**src/rtl/piso_serializer_pkg.sv**
```systemverilog
// Shared link constants for the serial transmit path: FSM encodings,
// the default link width and the bit-order selector value.
package piso_serializer_pkg;

    localparam logic [0:0] ST_IDLE  = 1'b0;
    localparam logic [0:0] ST_SHIFT = 1'b1;

    localparam int DEFAULT_WIDTH = 5;

    localparam logic SIDE_MSB_FIRST = 1'b1;

endpackage

```
**src/rtl/piso_serializer_bit_counter.sv**
```systemverilog
// Bit-position counter for one serial word: counts 0..WIDTH-1 and flags
// the final position. Clear wins over enable.
module piso_serializer_bit_counter #(
    parameter int WIDTH = 5,
    parameter int CNT_W = 3
) (
    input  logic clk,
    input  logic rst,
    input  logic clear,
    input  logic en,
    output logic term
);

    logic [CNT_W-1:0] count;

    // NOTE: state updates use <= so every flop samples pre-edge values.
    always_ff @(posedge clk or negedge rst) begin
        if (!rst) begin
            count <= '0;
        end else if (clear) begin
            count <= '0;
        end else if (en) begin
            count <= count + 1'b1;
        end
    end

    // Clearing on the terminal count keeps the counter from passing WIDTH-1.
    assign term = (count == CNT_W'(WIDTH - 1));

endmodule

```
**src/rtl/piso_serializer.sv**
```systemverilog
// Parallel-in/serial-out transmitter: accepts a word on load & ready and
// emits it one bit per clk, MSB-first when side=1, LSB-first otherwise.
module piso_serializer
    import piso_serializer_pkg::*;
#(
    parameter int WIDTH = DEFAULT_WIDTH,
    parameter int CNT_W = 3
) (
    input  logic             clk,
    input  logic             rst,
    input  logic             side,
    input  logic             load,
    input  logic [WIDTH-1:0] pdata,
    output logic             ready,
    output logic             sdata,
    output logic             sen,
    output logic             last
);

    logic [0:0]       state;
    logic [WIDTH-1:0] sreg;
    logic             side_q;
    logic             term;
    logic             shifting;
    logic             accept;

    assign shifting = (state == ST_SHIFT);
    assign last     = shifting & term;
    // Ready during the final bit lets a new word follow with no idle gap.
    assign ready    = ~shifting | term;
    assign accept   = load & ready;
    assign sen      = shifting;
    assign sdata    = shifting & (side_q ? sreg[WIDTH-1] : sreg[0]);

    piso_serializer_bit_counter #(
        .WIDTH (WIDTH),
        .CNT_W (CNT_W)
    ) u_bit_counter (
        .clk   (clk),
        .rst   (rst),
        .clear (~shifting | term),
        .en    (shifting),
        .term  (term)
    );

    // NOTE: the shift register is reset too, so an abandoned word leaves no residue.
    always_ff @(posedge clk or negedge rst) begin
        if (!rst) begin
            state  <= ST_IDLE;
            sreg   <= '0;
            side_q <= 1'b0;
        end else if (accept) begin
            state  <= ST_SHIFT;
            sreg   <= pdata;
            side_q <= side;
        end else if (shifting) begin
            if (term) begin
                state <= ST_IDLE;
            end
            if (side_q == SIDE_MSB_FIRST) begin
                sreg <= {sreg[WIDTH-2:0], 1'b0};
            end else begin
                sreg <= {1'b0, sreg[WIDTH-1:1]};
            end
        end
    end

endmodule
```
**config.mk**
```make
export PLATFORM = sky130hd
export DESIGN_NAME = piso_serializer
export DESIGN_NICKNAME = d
export VERILOG_FILES = /design/src/rtl/piso_serializer_pkg.sv /design/src/rtl/piso_serializer_bit_counter.sv /design/src/rtl/piso_serializer.sv
export SDC_FILE = /design/constraint.sdc
export NUM_CORES = 1
export LEC_CHECK = 0
export BUFFER_PORTS_ARGS = -buffer_cell sky130_fd_sc_hd__buf_2
export CAP_MARGIN = 15
export CORE_MARGIN = 4
export CORE_UTILIZATION = 40
export DETAILED_ROUTE_END_ITERATION = 12
export PLACE_DENSITY = 0.63
export SETUP_SLACK_MARGIN = 0.4
export SYNTH_ARGS = -nofsm -noshare
export SYNTH_HDL_FRONTEND = slang
export SYNTH_HIERARCHICAL = 1
export SYNTH_SLANG_ARGS = --single-unit
```
**constraint.sdc**
```tcl
create_clock -name clk -period 4.5 [get_ports clk]
set_input_delay 0.9 -clock clk [delete_from_list [all_inputs] [get_ports clk]]
set_output_delay 0.9 -clock clk [all_outputs]
set_load 0.01 [all_outputs]
```
Word level (Yosys, flattened, before mapping)
Index checks and enable logic that the tools add are counted.
{"block": "op_classes", "n_addsub": 1, "eq_ne": 1, "muxes": 9, "n_bitwise": 5, "n_reduce_logical": 2}
{"cell": "5-bit two-way mux", "count": 3}
{"cell": "3-bit two-way mux", "count": 2}
{"cell": "1-bit two-way mux", "count": 4}
{"cell": "2-bit nonzero test", "count": 2}
{"cell": "3-bit by 1-bit adder with 3-bit output (second input constant)", "count": 1}
{"cell": "1-bit bitwise AND", "count": 3}
{"cell": "3-bit equality test (second input constant)", "count": 1}
{"cell": "1-bit inverter", "count": 1}
{"cell": "1-bit OR", "count": 1}
{"block": "totals", "ff_bits": 10, "output_inout_bits": 4, "word_cells": 22}

Longest topological paths before layout
Gate-level depths: netlist of run 1.
{"block": "depth", "depth_word": 4, "mapped_depth": 6, "ltp_nobuf": 6}

By module
Netlist of run 1, hierarchy kept.
{"mod": "piso_serializer", "instances": 1, "cells_each": 34, "area_each_um2": 382.9, "seq_area_each_um2": 175.2}
{"mod": "piso_serializer_bit_counter", "instances": 1, "cells_each": 15, "area_each_um2": 162.7, "seq_area_each_um2": 75.1}

Least setup slack after synthesis of run 1
No wires, ideal clock.
{"block": "synth_timing", "kind": "register to output", "startpoint": "reg u_bit_counter.count[0]", "endpoint": "out ready", "arrival_ns": 0.989, "t_required_ns": 3.600, "slack_ns": 2.611, "path_stages_with_launch": 5, "path_buffers": 0, "path_cell_list": "dfrtp_1 > inv_1 > ha_1 > and2_1 > nand2b_2"}
{"block": "synth_between", "elab_chain_cells": 2}
{"element": "start, declared", "line": "piso_serializer_bit_counter.sv:14", "rtl": "logic [CNT_W-1:0] count;"}
{"element": "start signal, assigned", "line": "piso_serializer_bit_counter.sv:23", "rtl": "count <= count + 1'b1;"}
{"element": "3-bit equality test", "line": "piso_serializer_bit_counter.sv:28", "rtl": "assign term = (count == CNT_W'(WIDTH - 1));"}
{"element": "named net term", "line": "piso_serializer.sv:23", "rtl": "logic term;"}
{"element": "1-bit OR", "line": "piso_serializer.sv:30", "rtl": "assign ready = ~shifting | term;"}
{"element": "end, declared", "line": "piso_serializer.sv:14", "rtl": "output logic ready,"}
The timed path passes the listed nets, and every way through them passes these cells.

Final worst setup path of run 1
Same ends and word-level chain as after synthesis.

==> results of run 1 <==
-- power breakdown --
part | internal, µW | leakage, µW | switching [µW]
clock | 49.0 | 0.0000210 | 29.9
sequential | 134 | 0.000120 | 47.1
combinational | 115 | 0.000193 | 88.2
-- per-layer routing --
layer / wire length, µm / GRT usage [%] / vias up
met5: 0 / 0 / -
met4: 13 / 7.02 / 0
met3: 51 / 2.39 / 2
met2: 423 / 14.7 / 8
met1: 523 / 17.1 / 181
li1: - / - / 202
-- per-stage QoR --
step	setup slack [ns]	hold WS (ns)	cells	total power, µW
after floorplan	2.61	0.513	49	333
after detailed placement	2.40	0.555	75	384
after CTS	2.10	0.485	79	467
final	2.11	0.485	79	463
after global routing	2.03	0.490	79	501
after global placement	2.43	0.551	75	381
-- layout make-up --
cell class / count / area share [%]
multi-input combinational: 35 / 42.6
sequential: 10 / 38.2
timing repair buffer: 12 / 9.16
clock buffer: 4 / 5.53
tap: 15 / 2.86
inverter: 3 / 1.72
-- cell families after synthesis --
family,synth area share [%]
buffers and inverters,2.98
AOI/OAI and AO/OA,16.1
adders and majority gates,4.59
muxes,14.0
and+or+nand+nor,14.9
DFF,45.9
xor gates and xnor gates,1.61
-- flip-flops by register name, summed over array words and instances, names as in the netlist --
name                 count
sreg                     5
u_bit_counter/count      3
sen                      1
side_q                   1
-- cell usage in the layout (no fill, tap or decap), drive strengths merged --
| cell type | synthesis | final |
|---|---|---|
| buf | 1 | 12 |
| ha | 2 | 2 |
| mux2i | 5 | 5 |
| o22ai | 1 | 1 |
| a21oi | 2 | 2 |
| inv | 3 | 3 |
| mux2 | 2 | 2 |
| a21boi | 1 | 1 |
| o221a | 4 | 4 |
| or2 | 1 | 1 |
| o21ai | 1 | 1 |
| clkbuf | 0 | 4 |
| xnor2 | 1 | 1 |
| or2b | 1 | 1 |
| nor2 | 2 | 2 |
| nand3b | 1 | 1 |
| and2 | 2 | 2 |
| nand2b | 1 | 1 |
| nand2 | 6 | 6 |
| a21bo | 1 | 1 |
| dfrtp | 10 | 10 |
| nor2b | 1 | 1 |
-- final timing paths --
path                                        start  endpoint  slack [ns]  depth (start not counted)
max                        u_bit_counter/count[0]     ready        2.11                          5
min                                           rst   sreg[4]        0.49                          1
max reg2reg                u_bit_counter/count[0]    side_q        2.86                          6
min reg2reg                               sreg[3]   sreg[4]        0.56                          2
max in group asynchronous                     rst   sreg[1]        3.82                          1
min in group clk                          sreg[3]   sreg[4]        0.56                          2
-- critical path: stages, from the launching register on --
cell and delay [ns]:
dfrtp_1 0.40, inv_1 0.06, ha_1 0.18, and2_1 0.19
nand2b_2 0.23, buf_2 0.17
==> metrics.txt, run 1 <==
Std-Cell Rows=13; CTS tree=done; CTS clk-pin slew, worst paths=0.07 ns; most common cell in the netlist=dfrtp_1; Synth Instances=49; initial antenna violation count=0; Post-CTS Setup Inserts=0; Crit. End Element=primary output; Port-buffer cells=12; measured slew at the worst slew-check pin=0.369 ns; Hold Fails Final Rpt=0; Synth Net Count=60; post-CTS sizing=0; Syn Area/Cell=11.1 µm²; Post-layout nets=76; die area=2020 µm²; Slew Viols, Final=0; Final Skew=0.00706 ns; global-route wire length before repair=1660 µm; FF+latch count, synth=10; status=finished clean; final non-filler cell area=656 µm²; Synth top cells by count=dfrtp_1 (10), mux2i_1 (5), nand2_1 (5), o221a_2 (4), inv_1 (3); Fmax achieved=0.418 GHz; core footprint=1280 µm²; die width=44.9 µm; top cell type by total area after synthesis=dfrtp_1; Routed Antenna Nets=0; count of cell types in the netlist=23; Startpoint Class=flip-flop; # IOs=13; fraction of layout cells with a size suffix above 1=37.5%; Post-synth top flop=dfrtp_1; Detailed Route WL=1010 µm; Post-Syn Area=546 µm²; gpl congestion=0.782; vias per cell=4.97; synth-to-layout area growth=20.2%; Leakage Power=0.000334 µW; drt first-iter violations=17; post-synthesis sequential area ratio=45.9%; YS warnings=6; Slew headroom=75.4%; TritonRoute pass-1 iters=4; clk buf depth=2; depth of the CTS H-tree=1; fillcell total=127; Tcrit/Tclk final=53.1%; Worst-Skew Late Latency=0.26 ns; critical path arrival=1.49 ns; kind of path behind the tightest hold check=in -> async; Critical Path Fanout Max=6; ant diodes=0; Period minus WS final=2.39 ns; PD cells=706 nW/µm²; Async S/R FF share, synth=100%; clock sinks=10; die height=44.9 µm; GRT Util Overall=11.4%; dpl hpwl=759 µm; WP data required=3.60 ns; WS Path Type=reg -> out; Max Cap Violations=0; routed len/inst=12.8 µm; Reg area=250 µm²; grt total ovfl=0; area post-placement=619 µm²; Yosys top cell area share=45.9%; area of the multi-input gates=279 µm²; via count=393; Num CTS Buffers=3; VDD IR max=277 µV; largest net degree at the start of global routing=12; Core Util, Final=51.0%; Post-synth EDFFs=0; Clock Root Buffer=clkbuf_4; Setup-failing EPs final=0; RSZ-0062 raised after global routing=no; top cells by area, synth=dfrtp_1 (46%), mux2i_1 (9.2%), o221a_2 (8.3%); Post-CTS Hold Buffers=0; TNS Setup=0 ns; Residual DRC=0; vias in the first global route=365; Initial Util=42.5%
No activity file was read; power rests on OpenSTA's default activity.
==> inputs of run 2 (changes only) <==
--- a/config.mk
+++ b/config.mk
@@ -5,12 +5,13 @@
 export SDC_FILE = /design/constraint.sdc
 export NUM_CORES = 1
 export LEC_CHECK = 0
+export ABC_AREA = 1
 export BUFFER_PORTS_ARGS = -buffer_cell sky130_fd_sc_hd__buf_2
 export CAP_MARGIN = 15
 export CORE_MARGIN = 4
 export CORE_UTILIZATION = 40
 export DETAILED_ROUTE_END_ITERATION = 12
-export PLACE_DENSITY = 0.63
+export PLACE_DENSITY = 0.65
 export SETUP_SLACK_MARGIN = 0.4
 export SYNTH_ARGS = -nofsm -noshare
 export SYNTH_HDL_FRONTEND = slang
==> constraint.sdc (replaced) <==
create_clock -name clk -period 2 [get_ports clk]
set_input_delay 0.4 -clock clk [delete_from_list [all_inputs] [get_ports clk]]
set_output_delay 0.4 -clock clk [all_outputs]
set_load 0.01 [all_outputs]
==> run 2 against run 1 <==
Net effect: power increased by 140%; routed wire length up 21%; via count grew 39%; synthesized cell count grew 61%; critical path type unchanged; sequential cell count is the same; register-to-register slack worse by 2.2 ns; critical path depth rose by 2; clock skew fell by 0.0019 ns; final area increased by 17%; area after synthesis increased by 4.8%; largest cell class unchanged.
==> metrics.txt, run 2 <==
Synth top cells by count=nand2_1 (29), inv_1 (14), dfrtp_1 (10), nand3_1 (10) (was dfrtp_1 (10), mux2i_1 (5), nand2_1 (5), o221a_2 (4), inv_1 (3)); clk buf depth=2 (unchanged); Crit. End Element=primary output (unchanged); FF+latch count, synth=10 (unchanged); TritonRoute pass-1 iters=4 (unchanged); measured slew at the worst slew-check pin=0.256 ns (was 0.369 ns); Async S/R FF share, synth=100% (unchanged); Synth Net Count=90 (was 60); Post-layout nets=115 (was 76); TNS Setup=0 ns (unchanged); number of flip-flops in the largest register=5 (unchanged); Slew Viols, Final=0 (unchanged); top cell type by total area after synthesis=dfrtp_1 (unchanged); Critical Path Fanout Max=4 (was 6); Post-Syn Area=572 µm² (was 546 µm²); drt first-iter violations=4 (was 17); commonest cells after routing, fill and taps aside=nand2_1 (28), inv_1 (10), nand3_1 (10), buf_2 (10), dfrtp_1 (9) (was buf_2 (12), dfrtp_1 (10), mux2i_1 (5), nand2_1 (5), o221a_2 (4)); die height=45.8 µm (was 44.9 µm); WS Path Type=reg -> out (unchanged); # IOs=13 (unchanged); Synth Instances=79 (was 49); global-route wire length before repair=1950 µm (was 1660 µm); core footprint=1320 µm² (was 1280 µm²); Initial Util=43.4% (was 42.5%); Tcrit/Tclk final=80.3%; Final Skew=0.00517 ns (was 0.00706 ns); dpl hpwl=851 µm (was 759 µm); Worst-Skew Late Latency=0.26 ns (about the same); status=finished clean (unchanged); Period minus WS final=1.61 ns; Leakage Power=0.000443 µW (was 0.000334 µW); Critical R2R Launch=u_bit_counter/count[1] (was u_bit_counter/count[0]); Clock Root Buffer=clkbuf_4 (unchanged); RSZ-0062 raised after global routing=yes (was no); YS warnings=6 (unchanged); most flop-heavy register=sreg (unchanged); clock sinks=10 (unchanged); vias in the first global route=492 (was 365); largest registers=sreg: 5 flops, u_bit_counter/count: 3 flops (unchanged); hold path depth=3; CTS tree=done (unchanged); ant diodes=0 (unchanged); Syn Area/Cell=7.24 µm² (was 11.1 µm²); grt total ovfl=0 (unchanged); fraction of layout cells with a size suffix above 1=35.3% (was 37.5%); Hold Startpoint=pdata[2]; Residual DRC=0 (unchanged); PD cells=1470 nW/µm² (was 706 nW/µm²); Startpoint Class=flip-flop (unchanged); routed len/inst=10.4 µm (was 12.8 µm); Yosys top cell area share=43.8% (was 45.9%); largest net degree at the start of global routing=12 (unchanged); VDD IR max=800 µV (was 277 µV); gpl congestion=0.765 (was 0.782); Hold EP=sreg[2]; pre-CTS setup slack=0.508 ns (was 2.40 ns); Slew headroom=82.9% (was 75.4%); synth-to-layout area growth=34.6% (was 20.2%); top cells by area, synth=dfrtp_1 (44%), nand2_1 (19%), inv_1 (9.2%) (was dfrtp_1 (46%), mux2i_1 (9.2%), o221a_2 (8.3%)); Final Hold Slack=0.344 ns (was 0.485 ns); most common cell after layout, fill and taps aside=nand2_1 (was buf_2); WP data required=1.60 ns (was 3.60 ns); GRT Util Overall=13.6% (was 11.4%); post-synthesis sequential area ratio=43.8% (was 45.9%); r2r setup slk=0.66 ns (was 2.86 ns); Num CTS Buffers=3 (unchanged); Std-Cell Rows=13 (unchanged); Setup-failing EPs final=0 (unchanged); Max Cap Violations=0 (unchanged); R2R cell count=11 (was 6); Worst setup startpoint=u_bit_counter/count[1] (was u_bit_counter/count[0]); Port-buffer cells=12 (unchanged); critical path arrival=1.21 ns (was 1.49 ns); initial antenna violation count=0 (unchanged); count of cell types in the netlist=15 (was 23); Fmax achieved=0.623 GHz; Hold Fails Final Rpt=0 (unchanged); Post-synth top flop=dfrtp_1 (unchanged); total power=1130 µW (was 463 µW); most common cell in the netlist=nand2_1 (was dfrtp_1); Routed Antenna Nets=0 (unchanged); vias per cell=4.67 (was 4.97); kind of path behind the tightest hold check=in -> reg (was in -> async); die area=2100 µm² (was 2020 µm²); depth of the CTS H-tree=1 (unchanged); Final WS setup=0.394 ns (was 2.11 ns); via count=546 (was 393); die width=45.8 µm (was 44.9 µm); Detailed Route WL=1220 µm (was 1010 µm); Post-synth EDFFs=0 (unchanged); CTS clk-pin slew, worst paths=0.06 ns (was 0.07 ns); FF-to-FF End=sreg[4] (was side_q)
==> run 2: cell types whose count changed after synthesis, moves of 2 or more <==
cell | previous run | this run
and2_1 | 2 | 0
inv_1 | 3 | 14
mux2i_1 | 5 | 0
nand2_1 | 5 | 29
nand3_1 | 0 | 10
o21ai_0 | 0 | 2
o221a_2 | 4 | 0
==> run 2: how the worst max path moves through the flow <==
stage,to,slack (ns),depth (start not counted)
floorplan,ready,0.71,6
global placement,ready,0.55,7
detailed placement,ready,0.51,7
finish,ready,0.39,7
CTS,ready,0.36,7
global route,ready,0.32,7
==> run 2: metal layers <==
layer | global-route usage [%] | wire length [µm] | up-vias
li1 | - | - | 294
met1 | 16.1 | 552 | 230
met2 | 20.6 | 563 | 18
met3 | 6.32 | 82 | 4
met4 | 6.82 | 24 | 0
met5 | 0 | 0 | -
==> run 2: worst max-delay path: stages, from the launching register on <==
cell and delay [ns]:
dfrtp_1 0.39, inv_2 0.09, ha_4 0.13, nand2_2 0.05, inv_2 0.07, inv_2 0.04, nand2_4 0.08, buf_6 0.10
==> run 2: area by class of cell <==
type | instances | area (µm²)
fillers | 118 | 548
inverters | 15 | 56.3
well taps | 15 | 18.8
repair buffers | 20 | 135
flip-flops and latches | 10 | 251
multi-input cells | 54 | 285
clock buffers | 3 | 22.5
==> run 2: power by group <==
group,switching (µW),internal [µW],total (µW),leakage (µW)
sequential,87.2,288,375,0.000124
combinational,320,299,620,0.000305
clock,63.8,69.3,133,0.0000138
total,471,657,1130,0.000443
==> run 2: cells by family after synthesis <==
family / count (synthesis) / share of synthesized area [%]
compound gates: 8 / 8.32
flops: 10 / 43.8
buf+inv: 15 / 9.85
simple gates: 44 / 33.7
fa+ha+maj: 2 / 4.38
==> run 2: stage by stage <==
stage	utilization (%)	cell area, µm²	instances
global route	58.4	769	117
floorplan	-	572	79
finish	58.4	769	117
CTS	55.1	726	114
global placement	49.4	651	106
detailed placement	49.4	651	106
==> run 2: timing repair <==
| item | 4_1_cts | 5_1_grt |
|---|---|---|
| hold buffers | 1 | 0 |
| endpoints found under the setup margin | 3 | 2 |
| endpoints found under the hold margin | 10 | 0 |
| buffers inserted | 4 | 3 |
| resized for setup | 7 | 4 |
| pin swaps | 0 | 1 |
| cloned | 0 | 0 |
